<file path="config.mk">
export PLATFORM = sky130hd
export DESIGN_NAME = vx_lsu_commit_arb
export DESIGN_NICKNAME = d
export VERILOG_FILES = /design/src/rtl/vx_lsu_commit_arb.sv
export SDC_FILE = /design/constraint.sdc
export NUM_CORES = 1
export LEC_CHECK = 0
export BUFFER_PORTS_ARGS = -buffer_cell sky130_fd_sc_hd__buf_4
export CAP_MARGIN = 15
export CELL_PAD_IN_SITES_DETAIL_PLACEMENT = 0
export CELL_PAD_IN_SITES_GLOBAL_PLACEMENT = 1
export CORE_AREA = 5 5 199 201
export DETAILED_ROUTE_END_ITERATION = 8
export DIE_AREA = 0 0 204 206
export PLACE_DENSITY = 0.67
export SYNTH_ARGS = -nofsm -noshare
export SYNTH_HDL_FRONTEND = slang
export SYNTH_SLANG_ARGS = --single-unit
</file>
<file path="constraint.sdc">
create_clock -name clk -period 1.45 [get_ports clk]
set_input_delay 0.2175 -clock clk [delete_from_list [all_inputs] [get_ports clk]]
set_output_delay 0.2175 -clock clk [all_outputs]
set_load 0.01 [all_outputs]
</file>
<file path="src/rtl/vx_lsu_commit_arb.sv">
// Merges LSU load-commit and store-commit streams into one registered commit port.
// Round-robin between streams; multi-beat loads hold a lock. Optional perf counters: LSU_COMMIT_PERF_EN.
module vx_lsu_commit_arb #(
  parameter int NUM_THREADS = 4,
  parameter int NW_BITS     = 2,
  parameter int NR_BITS     = 5,
  parameter int UUID_BITS   = 44
) (
  input  logic                      clk,
  input  logic                      reset,
  input  logic                      ld_valid,
  output logic                      ld_ready,
  input  logic [UUID_BITS-1:0]      ld_uuid,
  input  logic [NW_BITS-1:0]        ld_wid,
  input  logic [NUM_THREADS-1:0]    ld_tmask,
  input  logic [31:0]               ld_pc,
  input  logic [NR_BITS-1:0]        ld_rd,
  input  logic                      ld_wb,
  input  logic [NUM_THREADS*32-1:0] ld_data,
  input  logic                      ld_eop,
  input  logic                      st_valid,
  output logic                      st_ready,
  input  logic [UUID_BITS-1:0]      st_uuid,
  input  logic [NW_BITS-1:0]        st_wid,
  input  logic [NUM_THREADS-1:0]    st_tmask,
  input  logic [31:0]               st_pc,
  output logic                      cm_valid,
  input  logic                      cm_ready,
  output logic [UUID_BITS-1:0]      cm_uuid,
  output logic [NW_BITS-1:0]        cm_wid,
  output logic [NUM_THREADS-1:0]    cm_tmask,
  output logic [31:0]               cm_pc,
  output logic [NR_BITS-1:0]        cm_rd,
  output logic                      cm_wb,
  output logic [NUM_THREADS*32-1:0] cm_data,
  output logic                      cm_eop
`ifdef LSU_COMMIT_PERF_EN
  ,
  output logic [31:0]               perf_ld_stall_cycles,
  output logic [31:0]               perf_st_stall_cycles
`endif
);

  localparam logic RR_LD = 1'b0;

  typedef enum logic {UNLOCKED = 1'b0, LOCKED = 1'b1} lock_state_t;

  lock_state_t state_reg, state_next;
  logic        lock;
  logic        rr_ptr;
  logic        load_en;
  logic        grant_ld, grant_st;
  logic        ld_fire, st_fire;

  assign load_en = ~cm_valid | cm_ready;

  // Store only wins when unlocked, and then only if loads are idle or it is its turn.
  always_comb begin
    grant_st = ~lock & st_valid & (~ld_valid | (rr_ptr != RR_LD));
    grant_ld = ~grant_st;
  end

  // Readies are held low while reset is asserted, not just after the next edge.
  assign ld_ready = reset & load_en & grant_ld;
  assign st_ready = reset & load_en & grant_st;
  assign ld_fire  = ld_valid & ld_ready;
  assign st_fire  = st_valid & st_ready;

  always_ff @(posedge clk or negedge reset) begin
    if (!reset) begin
      state_reg <= UNLOCKED;
    end else begin
      state_reg <= state_next;
    end
  end

  always_comb begin
    state_next = state_reg;
    case (state_reg)
      UNLOCKED: if (ld_fire && !ld_eop) state_next = LOCKED;
      LOCKED:   if (ld_fire && ld_eop)  state_next = UNLOCKED;
      default:  state_next = UNLOCKED;
    endcase
  end

  always_comb begin
    lock = (state_reg == LOCKED);
  end

  always_ff @(posedge clk or negedge reset) begin
    if (!reset) begin
      rr_ptr <= RR_LD;
    end else if ((ld_fire && ld_eop) || st_fire) begin
      rr_ptr <= ~rr_ptr;
    end
  end

  always_ff @(posedge clk or negedge reset) begin
    if (!reset) begin
      cm_valid <= 1'b0;
      cm_uuid  <= '0;
      cm_wid   <= '0;
      cm_tmask <= '0;
      cm_pc    <= '0;
      cm_rd    <= '0;
      cm_wb    <= 1'b0;
      cm_data  <= '0;
      cm_eop   <= 1'b0;
    end else if (ld_fire) begin
      cm_valid <= 1'b1;
      cm_uuid  <= ld_uuid;
      cm_wid   <= ld_wid;
      cm_tmask <= ld_tmask;
      cm_pc    <= ld_pc;
      cm_rd    <= ld_rd;
      cm_wb    <= ld_wb;
      cm_data  <= ld_data;
      cm_eop   <= ld_eop;
    end else if (st_fire) begin
      cm_valid <= 1'b1;
      cm_uuid  <= st_uuid;
      cm_wid   <= st_wid;
      cm_tmask <= st_tmask;
      cm_pc    <= st_pc;
      cm_rd    <= '0;
      cm_wb    <= 1'b0;
      cm_data  <= '0;
      cm_eop   <= 1'b1;
    end else if (load_en) begin
      cm_valid <= 1'b0;
    end
  end

`ifdef LSU_COMMIT_PERF_EN
  always_ff @(posedge clk or negedge reset) begin
    if (!reset) begin
      perf_ld_stall_cycles <= '0;
      perf_st_stall_cycles <= '0;
    end else begin
      if (ld_valid && !ld_ready) perf_ld_stall_cycles <= perf_ld_stall_cycles + 32'd1;
      if (st_valid && !st_ready) perf_st_stall_cycles <= perf_st_stall_cycles + 32'd1;
    end
  end
`endif

endmodule

</file>
After elaboration in Yosys (flattened, before gate mapping)
Index checks and enable logic that the tools add are counted.
{ "classes": {"muxes": 22, "n_bitwise": 14, "reduce_logical": 6} }
{ "ops": {"columns": ["op", "n"], "rows": [
  ["128-bit two-way mux", 2],
  ["44-bit two-way mux", 2],
  ["32-bit two-way mux", 2],
  ["5-bit two-way mux", 2],
  ["1-bit two-way mux", 9],
  ["4-bit two-way mux", 2],
  ["1-bit AND", 7],
  ["1-bit inverter", 5],
  ["2-bit two-way mux", 2],
  ["3-bit nonzero test", 1],
  ["1-bit logical AND", 2],
  ["1-bit bitwise OR", 2],
  ["1-bit case mux with 2 select lines", 1],
  ["2-bit nonzero test", 1],
  ["1-bit logical NOT", 1],
  ["1-bit logical OR", 1]
]} }
{ "totals": {"register_bits": 220, "input_bits": 304, "out_inout_bits": 220, "word_cells": 53} }

Longest topological paths before layout
Gate-level depths: netlist (run 1).
{ "logic_depth": {"ltp_word": 9, "mapped_depth": 7, "mapped_depth_nobuf": 4} }

Worst setup path before layout (run 1)
Ideal clock, no wire load.
{ "synth_timing": {"path_type": "reg-to-reg", "startpoint": "reg (tool-made name)", "endpoint": "reg cm_data[100]", "setup_time_ns": 0.121, "arrival_ns": 1.355, "required_time_ns": 1.329, "path_slack_ns": -0.026, "stages_incl_launch_ff": 7, "n_path_buf": 3, "synth_period_minus_slack_ns": 1.476, "cell_sequence": "dfrtp_1 -> nand2b_1 -> o2111a_1 -> buf_2 -> buf_2 -> buf_2 -> a22o_1"} }
{ "synth_lines": {"columns": ["item", "line_no", "source"], "rows": [
  ["end signal: assignment", "117", "cm_data <= ld_data;"],
  ["end: declaration", "35", "output logic [NUM_THREADS*32-1:0] cm_data,"]
]} }

==> results of run 1 <==
==> worst max-delay path by stage <==
stage / startpoint / slack (ns) / depth (start not counted) / endpoint
2_1_floorplan: flop / -0.01 / 6 / cm_data[100]
3_3_place_gp: flop / -0.16 / 5 / cm_uuid[37]
3_5_place_dp: flop / -0.22 / 5 / cm_uuid[37]
4_1_cts: flop / -0.41 / 5 / ld_ready
5_1_grt: flop / -0.44 / 5 / ld_ready
6_report: flop / -0.40 / 8 / cm_data[71]
==> metal layers <==
layer	share of wire, %	vias up	GRT usage [%]
met5	0.015	-	0
met2	52	477	35.5
li1	-	4180	-
met1	36	4789	22.1
met3	8.4	97	5.55
met4	3.7	2	6.89
==> cells in the final DEF (no fill, tap or decap), drive strengths merged <==
master / netlist / final
o2111a: 1 / 1
nor2: 2 / 2
o22ai: 82 / 82
and2b: 1 / 1
dlygate4sd3: 0 / 254
o32a: 1 / 1
clkinvlp: 0 / 1
nand2b: 2 / 2
bufbuf: 0 / 1
clkinv: 0 / 6
diode: 0 / 5
and2: 2 / 2
a22o: 134 / 134
o21ai: 4 / 4
a21oi: 3 / 3
nand2: 3 / 3
inv: 2 / 3
dfrtp: 220 / 220
a2bb2oi: 82 / 82
clkbuf: 13 / 47
bufinv: 0 / 1
buf: 52 / 636
xnor2: 1 / 1
==> power by group through the flow <==
stage	Sequential, mW	Clock (mW)	Combinational, mW
final	8.78	6.16	10.1
after global routing	8.93	6.52	10.6
after CTS	8.68	6.32	9.11
after detailed placement	8.67	0	7.35
after global placement	8.69	0	7.28
after floorplan	9.27	0	2.39
==> tightest hold or removal path, stage by stage <==
cell	delay, ns
sky130_fd_sc_hd__buf_4	0.09
sky130_fd_sc_hd__o22ai_4	0.06
sky130_fd_sc_hd__a2bb2oi_2	0.12
==> metrics by stage <==
stage | setup slack, ns | hold WS (ns) | cells | total power, mW | area (sq um)
detailed placement | -0.221 | 0.0197 | 1620 | 16.0 | 13300
global placement | -0.165 | 0.0195 | 1620 | 16.0 | 13300
global route | -0.443 | -0.00245 | 2003 | 26.1 | 19300
finish | -0.397 | 0.00562 | 2003 | 25.0 | 19300
floorplan | -0.0123 | -0.0781 | 605 | 11.7 | 8540
CTS | -0.413 | 0.000745 | 1973 | 24.1 | 18200
==> area by class of cell <==
| class | count | area (sq um) | area share [%] |
|---|---|---|---|
| repair buffers | 903 | 8790 | 45.7 |
| clock inverters | 9 | 80.1 | 0.416 |
| inverters | 2 | 7.51 | 0.0390 |
| flip-flops and latches | 220 | 5510 | 28.6 |
| multi-input cells | 318 | 3510 | 18.2 |
| clock buffers | 35 | 703 | 3.65 |
| well taps | 511 | 639 | 3.32 |
| diodes | 5 | 12.5 | 0.0650 |
==> timing repair <==
action / 4_1_cts / 5_1_grt
cloned: 29 / 15
setup endpoints to repair: 219 / 221
buffers inserted: 29 / 18
gates resized for setup: 90 / 130
pin swaps: 3 / 55
hold buffers: 252 / 2
hold endpoints to repair: 433 / 2
==> flip-flops by register name (all words and copies together), names as in the netlist, named ones only <==
name and count:
cm_valid 1, cm_eop 1, cm_wid 2, rr_ptr 1
cm_uuid 44, cm_pc 32, cm_wb 1, cm_tmask 4
cm_data 128, cm_rd 5
==> kinds of logic after synthesis <==
kind of cell              count (synthesis)  synth area share, %
AOI/OAI and AO/OA                       307                 30.4
xor gates and xnor gates                  1                0.103
and+or+nand+nor                          10                0.602
buffers and inverters                    67                 4.31
DFF                                     220                 64.6
==> summary.txt, run 1 <==
Result of the run = finished with violations
Violated checks = negative setup slack
Largest net degree at the start of global routing = 127
Share of the core filled with cells in the final layout = 51.5%
Final period util = 127%
Final weighted congestion of routability-driven global placement = 0.813
Kind of capture point of the worst setup path = flop
Total nets after synthesis = 909
Number of nets in the layout = 1774
Placement row count = 71
Clock-pin slew on the worst setup and hold paths = 0.06 ns
Lkg Pwr = 8.83 nW
Endpoint of the worst register-to-register path = cm_data[71]
Worst slew margin relative to its limit = 48.2%
Warnings, synthesis = 0
Number of fill cells = 3054
Width of the die = 204 microns
Worst Path Buf+Inv = 5
Clock buffers created by TritonCTS = 25
Net switching power = 7.85 mW
Share of synthesized area occupied by flip-flops and latches = 64.6%
Deepest clock path buffer count = 3
Synth Area per Inst = 14.1 sq um
Global-route total usage across every layer = 19.6%
TritonCTS clock tree = done
CP max FO = 8
Initial core utilization = 22.8%
Congestion Overflow GR = 0
Synth async-reset ratio = 100%
Most frequent cell after synthesis = sky130_fd_sc_hd__dfrtp_1
Slowest stage cell on the critical path = sky130_fd_sc_hd__dfrtp_1
FF-to-FF path depth = 8
Initial DRC Count = 332
Family of cells with the greatest summed delay on the critical path = buffers and inverters
Detailed-router iteration count before antenna repair = 4
Upper clock frequency limit = 0.541 GHz
Area share of the largest cell type after synthesis = 64.6%
Critical path required time = 1.86 ns
Number of cells traversed by the worst hold path = 3
Clock power share = 24.6%
Detailed placement HPWL = 27000 microns
Number of antenna violations at the first check in global routing = 6
Largest area contributor in the netlist = sky130_fd_sc_hd__dfrtp_1
Share of layout cells above drive strength 1 = 55.3%
Hold EP = cm_uuid[22]
Hold/Removal Path Class = in -> reg
Period minus WS final = 1.85 ns
Largest clock skew in the final design = 0.0115 ns
Switching share of power = 31.4%
Post-synthesis instance total = 605
Netlist area before placement = 8530 sq um
WL per Instance = 23.1 microns
Count of flip-flops with a built-in enable after synthesis = 0
Final-report setup violation count = 220
DRC Markers = 0
Series of cell instances along the critical path = buf_4 -> nand2b_4 -> o2111a_4 -> buf_12 -> buf_16 -> buf_12 -> buf_16 -> a22o_1
Combinational Power Share = 40.3%
Power density normalized to cell area = 1300 nW/um^2
CTS H-Tree Depth = 1
Overall die area = 42000 sq um
Via count = 9545
Reg-to-reg slack, setup = -0.40 ns
Worst Tran Pin Value = 0.777 ns
Total wire length after detailed routing = 46200 microns
First-pass GRT wire length = 64100 microns
Internal power component = 17.2 mW
Min-Delay Startpoint = ld_uuid[22]
Number of slew-limit violations in the final report = 0
Clock latency of the later-clocked register in the worst-skew pair = 0.53 ns
Delay of the slowest cell on the worst path = 0.37 ns
Signed area change from the synthesized netlist to the final layout = 126%
Count of max-cap constraint violations = 0
Core Area = 37400 sq um
Maximum vdd ir drop = 0.808 mV
Most instantiated flip-flop cell in the synthesis netlist = sky130_fd_sc_hd__dfrtp_1
Sum of negative setup slack = -54.74 ns
Count of antenna-violating nets left after detailed routing = 0
Die outline height = 206 microns
Final hold violations = 0
I/O pin total = 524
Data arrival time at the worst-slack endpoint = 2.26 ns
Sequential cell fraction of total power = 35.1%
Sink Count = 220
Unrepaired setup endpoints after global routing = true
Cell types with the highest counts after synthesis = sky130_fd_sc_hd__dfrtp_1 (220), sky130_fd_sc_hd__a22o_1 (134), sky130_fd_sc_hd__o22ai_1 (82)
Largest cells by area after synthesis = sky130_fd_sc_hd__dfrtp_1 (65%), sky130_fd_sc_hd__a22o_1 (14%), sky130_fd_sc_hd__a2bb2oi_1 (6.4%)
Root Buffer Master = sky130_fd_sc_hd__clkbuf_16
Total of flip-flops plus latches after synthesis = 220
Count of input and output buffers = 523
Final WS setup = -0.397 ns
Critical path start-end classification = reg -> reg
Detail-routed via count per cell = 4.77
Critical Path Source Type = flop
Unique cell type count in the Yosys netlist = 22
Number of global-route vias before repair = 10400
Note: power is estimated with default switching activity, not from simulation.
==> run 2: changes to the inputs <==
TNS_END_PERCENT = 10   (was unset)
==> run 2 against run 1 <==
Effect of this change:
- combinational power shrank 14%
- first-iteration DRC count grew 11%
- critical path depth decreased by 3
- clock-buffer cell count down 2
- sequential share of layout area up 3.2 points
- critical endpoint is now ld_ready
- via count shrank 8.1%
- flip-flop and latch count did not move
- routed wire length decreased by 15%
- the flow still finishes with violations (negative setup slack)
- global-route usage is 2.3 points lower
- largest power group is now registers
- final area shrank 10%
==> summary.txt, run 2 (same netlist as run 1, synthesis figures left out) <==
Result of the run = finished with violations
Violated checks = negative setup slack
Upper clock frequency limit = 0.550 GHz (+1.6%)
Worst Tran Pin Value = 0.632 ns (-0.145 ns)
Detail-routed via count per cell = 4.57 (-4.0%)
Power density normalized to cell area = 1340 nW/um^2 (+3.3%)
Global-route total usage across every layer = 17.3% (-2.3 points)
Placement row count = 71 (unchanged)
Via count = 8776 (-8.1%)
Pwr Total = 23.2 mW (-7.2%)
Number of nets in the layout = 1697 (-4.3%)
Series of cell instances along the critical path = and2b_2 -> o21ai_4 -> buf_12 -> and2_4 -> buf_6
Final weighted congestion of routability-driven global placement = 0.780 (-4.0%)
Core Area = 37400 sq um (unchanged)
Critical path start-end classification = reg -> out
Final WS setup = -0.369 ns (+0.0284 ns)
Number of global-route vias before repair = 9825 (-5.7%)
Root Buffer Master = sky130_fd_sc_hd__clkbuf_16
Family of cells with the greatest summed delay on the critical path = flip-flops
Count of max-cap constraint violations = 0 (unchanged)
First-pass GRT wire length = 57500 microns (-10%)
DRC Markers = 0 (unchanged)
Largest net degree at the start of global routing = 87 (-31%)
Hold Slack = 0.0244 ns (+0.0188 ns)
Clock buffers created by TritonCTS = 25 (unchanged)
Clock latency of the later-clocked register in the worst-skew pair = 0.53 ns (about the same)
CTS H-Tree Depth = 1 (unchanged)
Deepest clock path buffer count = 3 (unchanged)
Final hold violations = 0 (unchanged)
Unrepaired setup endpoints after global routing = true
Worst slew margin relative to its limit = 57.9% (+9.6 points)
Count of antenna-violating nets left after detailed routing = 0 (unchanged)
Count of input and output buffers = 523 (unchanged)
Worst Setup Slack post-DPL = -0.161 ns (+0.0603 ns)
Commonest non-fill, non-tap cells in the layout = sky130_fd_sc_hd__buf_4 (560), sky130_fd_sc_hd__dlygate4sd3_1 (222), sky130_fd_sc_hd__dfrtp_1 (220), sky130_fd_sc_hd__a22o_1 (134)
Initial core utilization = 22.8% (unchanged)
Registers with the most flip-flops = cm_data: 128 flops, cm_uuid: 44 flops, cm_pc: 32 flops
Lkg Pwr = 8.09 nW (-8.4%)
Slowest stage cell on the critical path = sky130_fd_sc_hd__dfrtp_1
Number of slew-limit violations in the final report = 0 (unchanged)
Share of layout cells above drive strength 1 = 52.2% (-3.0 points)
Total wire length after detailed routing = 39100 microns (-15%)
Sum of negative setup slack = -51.14 ns (+3.60 ns)
Detailed placement HPWL = 26600 microns (-1.5%)
Register with the most flip-flops = cm_data
Final period util = 125% (-2.0 points)
Period minus WS final = 1.82 ns (-0.0284 ns)
Max reg flops = 128 (unchanged)
Hold/Removal Path Class = in -> reg
Kind of capture point of the worst setup path = primary output
Sink Count = 220 (unchanged)
Data arrival time at the worst-slack endpoint = 1.60 ns (-0.66 ns)
Congestion Overflow GR = 0 (unchanged)
Most common library cell in the layout ignoring fill and taps = sky130_fd_sc_hd__buf_4
Width of the die = 204 microns (unchanged)
Die outline height = 206 microns (unchanged)
Number of antenna violations at the first check in global routing = 2 (-4)
Worst Path Buf+Inv = 2 (-3)
Number of fill cells = 3288 (+7.7%)
TritonCTS clock tree = done
Detailed-router iteration count before antenna repair = 4 (unchanged)
CP max FO = 3 (-5)
Overall die area = 42000 sq um (unchanged)
Initial DRC Count = 368 (+11%)
Clock-pin slew on the worst setup and hold paths = 0.06 ns (about the same)
Largest clock skew in the final design = 0.0195 ns (+0.00803 ns)
Final-report setup violation count = 222 (+0.91%)
WL per Instance = 20.4 microns (-12%)
Delay of the slowest cell on the worst path = 0.38 ns (about the same)
I/O pin total = 524 (unchanged)
Critical path required time = 1.23 ns (-0.63 ns)
Signed area change from the synthesized netlist to the final layout = 103%
Critical Path Source Type = flop
Maximum vdd ir drop = 0.833 mV (+3.0%)
run 2: cell count changes in the layout (fill, tap and decap cells not counted), sizes merged:
cell         delta
buf            -38
bufbuf          +2
bufinv          -1
clkbuf         -11
clkinv          -2
clkinvlp        -1
diode           -2
dlygate4sd3    -32
inv             +1
run 2: path summary, 6_finish.rpt:
path                            cells after the start                         end        start  slack, ns
worst max-delay path                                5                    ld_ready         flop      -0.37
worst min-delay path                                3                   cm_pc[15]    ld_pc[15]       0.02
worst max register to register                      6                 cm_data[42]         flop      -0.32
worst min register to register                      1                 cm_data[52]  cm_data[52]       0.50
max in group asynchronous                           4                  cm_data[5]        reset       0.23
min in group asynchronous                           2  asynchronous set/reset pin        reset       0.09
run 2: repair_timing:
item	CTS	global route
endpoints found under the setup margin	218	222
setup buffers	9	7
hold endpoints to repair	344	3
resized for setup	38	52
hold buffers	219	3
gates cloned	4	4
pin swaps	3	11
run 2: power breakdown:
part | total (mW) | switching (mW) | leakage, nW | internal [mW]
Clock | 5.81 | 2.47 | 0.368 | 3.34
Sequential | 8.74 | 1.08 | 2.65 | 7.66
Combinational | 8.67 | 3.57 | 5.08 | 5.10
run 2: layout make-up:
class / instances / area [sq um] / share of cell area [%]
sequential: 220 / 5510 / 31.8
clock inverter: 6 / 40.0 / 0.232
timing repair buffer: 826 / 7260 / 42.0
antenna: 3 / 7.51 / 0.0434
tap: 511 / 639 / 3.70
multi-input combinational: 318 / 3140 / 18.1
clock buffer: 33 / 696 / 4.02
inverter: 2 / 7.51 / 0.0434
run 2: per-stage QoR:
step           cell area, sq um  utilization, %  std cells
2_1_floorplan              8540               -        605
3_3_place_gp              13500            36.0       1631
3_5_place_dp              13500            36.0       1631
4_1_cts                   16800            44.9       1902
5_1_grt                   17300            46.2       1918
6_report                  17300            46.2       1919
run 2: worst reg2reg max path: stages, from the launching register on:
cell                       delay, ns
sky130_fd_sc_hd__dfrtp_1        0.38
sky130_fd_sc_hd__buf_4          0.14
sky130_fd_sc_hd__buf_4          0.13
sky130_fd_sc_hd__nand2b_4       0.15
sky130_fd_sc_hd__o2111a_4       0.37
sky130_fd_sc_hd__buf_12         0.21
sky130_fd_sc_hd__a22o_1         0.27
run 2: metal layers:
metal  vias to the layer above  global-route usage, %  wire length, microns
met5                         -                      0                     0
met4                         0                   6.41                  1380
met3                        70                   5.66                  3530
met2                       383                   31.3                 19800
met1                      4339                   18.9                 14300
li1                       3984                      -                     -
==> run 3: changes to the inputs <==
CAP_MARGIN = 10   (was 15)
RECOVER_POWER = 25   (was unset)
==> run 3 against run 2 <==
Effect of this change:
- the flow still finishes with violations (negative setup slack)
- first-iteration DRC count down 4.3%
- via count barely moved
- non-clock buffer count unchanged
- largest cell class unchanged
- sequential share of layout area hardly changed
- total power hardly changed
- clock-buffer cell count unchanged
- die area stayed put
- flip-flop and latch count unchanged
- cell count did not move
==> summary.txt, run 3 (same netlist as run 1, synthesis figures left out) <==
WL per Instance = 20.4 microns (about the same)
Core Area = 37400 sq um (unchanged)
Clock latency of the later-clocked register in the worst-skew pair = 0.53 ns (about the same)
Total wire length after detailed routing = 39100 microns (about the same)
Initial DRC Count = 352 (-4.3%)
Registers with the most flip-flops = cm_data: 128 flops, cm_uuid: 44 flops, cm_pc: 32 flops
Number of antenna violations at the first check in global routing = 2 (unchanged)
Largest net degree at the start of global routing = 87 (unchanged)
Worst Tran Pin Value = 0.632 ns (+0.000332 ns)
Signed area change from the synthesized netlist to the final layout = 103% (about the same)
Most common library cell in the layout ignoring fill and taps = sky130_fd_sc_hd__buf_4
Final weighted congestion of routability-driven global placement = 0.780 (unchanged)
Register with the most flip-flops = cm_data
Root Buffer Master = sky130_fd_sc_hd__clkbuf_16
Number of global-route vias before repair = 9825 (unchanged)
Final WS setup = -0.369 ns (-0.000593 ns)
Max reg flops = 128 (unchanged)
Congestion Overflow GR = 0 (unchanged)
Critical path required time = 1.23 ns (about the same)
Deepest clock path buffer count = 3 (unchanged)
Number of slew-limit violations in the final report = 0 (unchanged)
Critical Path Source Type = flop
Sum of negative setup slack = -51.20 ns (-0.0515 ns)
Detail-routed via count per cell = 4.58 (about the same)
Unrepaired setup endpoints after global routing = true
Largest clock skew in the final design = 0.0195 ns (-0.0000372 ns)
Violated checks = negative setup slack
TritonCTS clock tree = done
Sink Count = 220 (unchanged)
Final period util = 125% (about the same)
Share of layout cells above drive strength 1 = 52.2% (-0.071 points)
Clock buffers created by TritonCTS = 25 (unchanged)
Final-report setup violation count = 224 (+0.90%)
Detailed placement HPWL = 26600 microns (unchanged)
Initial core utilization = 22.8% (unchanged)
Result of the run = finished with violations
Power density normalized to cell area = 1340 nW/um^2 (about the same)
Lkg Pwr = 8.09 nW (about the same)
Period minus WS final = 1.82 ns (+0.000593 ns)
Kind of capture point of the worst setup path = primary output
First-pass GRT wire length = 57500 microns (unchanged)
CP max FO = 3 (unchanged)
DRC Markers = 0 (unchanged)
Overall die area = 42000 sq um (unchanged)
Data arrival time at the worst-slack endpoint = 1.60 ns (about the same)
Via count = 8784 (+0.091%)
Count of max-cap constraint violations = 0 (unchanged)
Count of antenna-violating nets left after detailed routing = 0 (unchanged)
Clock-pin slew on the worst setup and hold paths = 0.06 ns (about the same)
Hold Slack = 0.0244 ns (+0.000000500 ns)
Placement row count = 71 (unchanged)
Detailed-router iteration count before antenna repair = 4 (unchanged)
Final hold violations = 0 (unchanged)
Critical path start-end classification = reg -> out
Maximum vdd ir drop = 0.832 mV (about the same)
Die outline height = 206 microns (unchanged)
Hold/Removal Path Class = in -> reg
Worst slew margin relative to its limit = 57.8% (about the same)
Number of nets in the layout = 1697 (unchanged)
Upper clock frequency limit = 0.550 GHz (about the same)
Global-route total usage across every layer = 17.3% (unchanged)
Width of the die = 204 microns (unchanged)
CTS H-Tree Depth = 1 (unchanged)
Commonest non-fill, non-tap cells in the layout = sky130_fd_sc_hd__buf_4 (560), sky130_fd_sc_hd__dlygate4sd3_1 (222), sky130_fd_sc_hd__dfrtp_1 (220), sky130_fd_sc_hd__a22o_1 (134)
I/O pin total = 524 (unchanged)
Pwr Total = 23.2 mW (about the same)
Count of input and output buffers = 523 (unchanged)
-- run 3: cell types whose count changed in the layout (fill, tap and decap cells not counted), sizes merged --
cell,delta
buf,-1
clkbuf,+1
-- run 3: path summary, 6_finish.rpt --
| check | start | endpoint | slack (ns) | depth (start not counted) |
|---|---|---|---|---|
| setup / recovery | flop | ld_ready | -0.37 | 5 |
| hold / removal | ld_pc[15] | cm_pc[15] | 0.02 | 3 |
| setup reg to reg | flop | cm_data[42] | -0.32 | 6 |
| hold reg to reg | cm_data[52] | cm_data[52] | 0.50 | 1 |
| max in group asynchronous | reset | cm_data[5] | -0.01 | 4 |
| min in group asynchronous | reset | asynchronous set/reset pin | 0.34 | 2 |
-- run 3: final cells by class --
cell class / instances / area [sq um]
Multi-Input combinational cell: 318 / 3140
Fill cell: 3290 / 20100
Clock buffer: 33 / 696
Sequential cell: 220 / 5510
Clock inverter: 6 / 40.0
Antenna cell: 3 / 7.51
Inverter: 2 / 7.51
Tap cell: 511 / 639
Timing Repair Buffer: 826 / 7250
-- run 3: layer usage --
layer	share of wire, %	wire length [microns]	GRT usage [%]	vias to the layer above
met4	3.5	1380	6.41	0
met2	51	19900	31.3	386
met5	0	0	0	-
met1	37	14300	18.9	4343
met3	9.1	3550	5.66	70
li1	-	-	-	3985
-- run 3: what timing repair did --
| action | in CTS | in global routing |
|---|---|---|
| hold buffers | 219 | 3 |
| pin swaps | 3 | 11 |
| gates resized for setup | 38 | 52 |
| setup buffers | 9 | 7 |
| hold endpoints to repair | 344 | 3 |
| gates cloned | 4 | 4 |
| setup endpoints to repair | 218 | 222 |
-- run 3: where the power goes --
part	switching (mW)	internal [mW]	total, mW
clock network	2.47	3.34	5.81
registers	1.08	7.66	8.74
logic	3.57	5.10	8.67
-- run 3: metrics by stage --
stage               instances  setup WS, ns  cell area [sq um]  util, %
CTS                      1902        -0.421              16800     44.9
global route             1918        -0.425              17300     46.2
floorplan                 605       -0.0123               8540        -
detailed placement       1631        -0.161              13500     36.0
finish                   1919        -0.369              17300     46.2
global placement         1631       -0.0902              13500     36.0
-- run 3: critical path: stages, from the launching register on --
cell and delay [ns]:
sky130_fd_sc_hd__dfrtp_1 0.38, sky130_fd_sc_hd__and2b_2 0.25, sky130_fd_sc_hd__o21ai_4 0.07, sky130_fd_sc_hd__buf_12 0.13
sky130_fd_sc_hd__and2_4 0.13, sky130_fd_sc_hd__buf_6 0.11
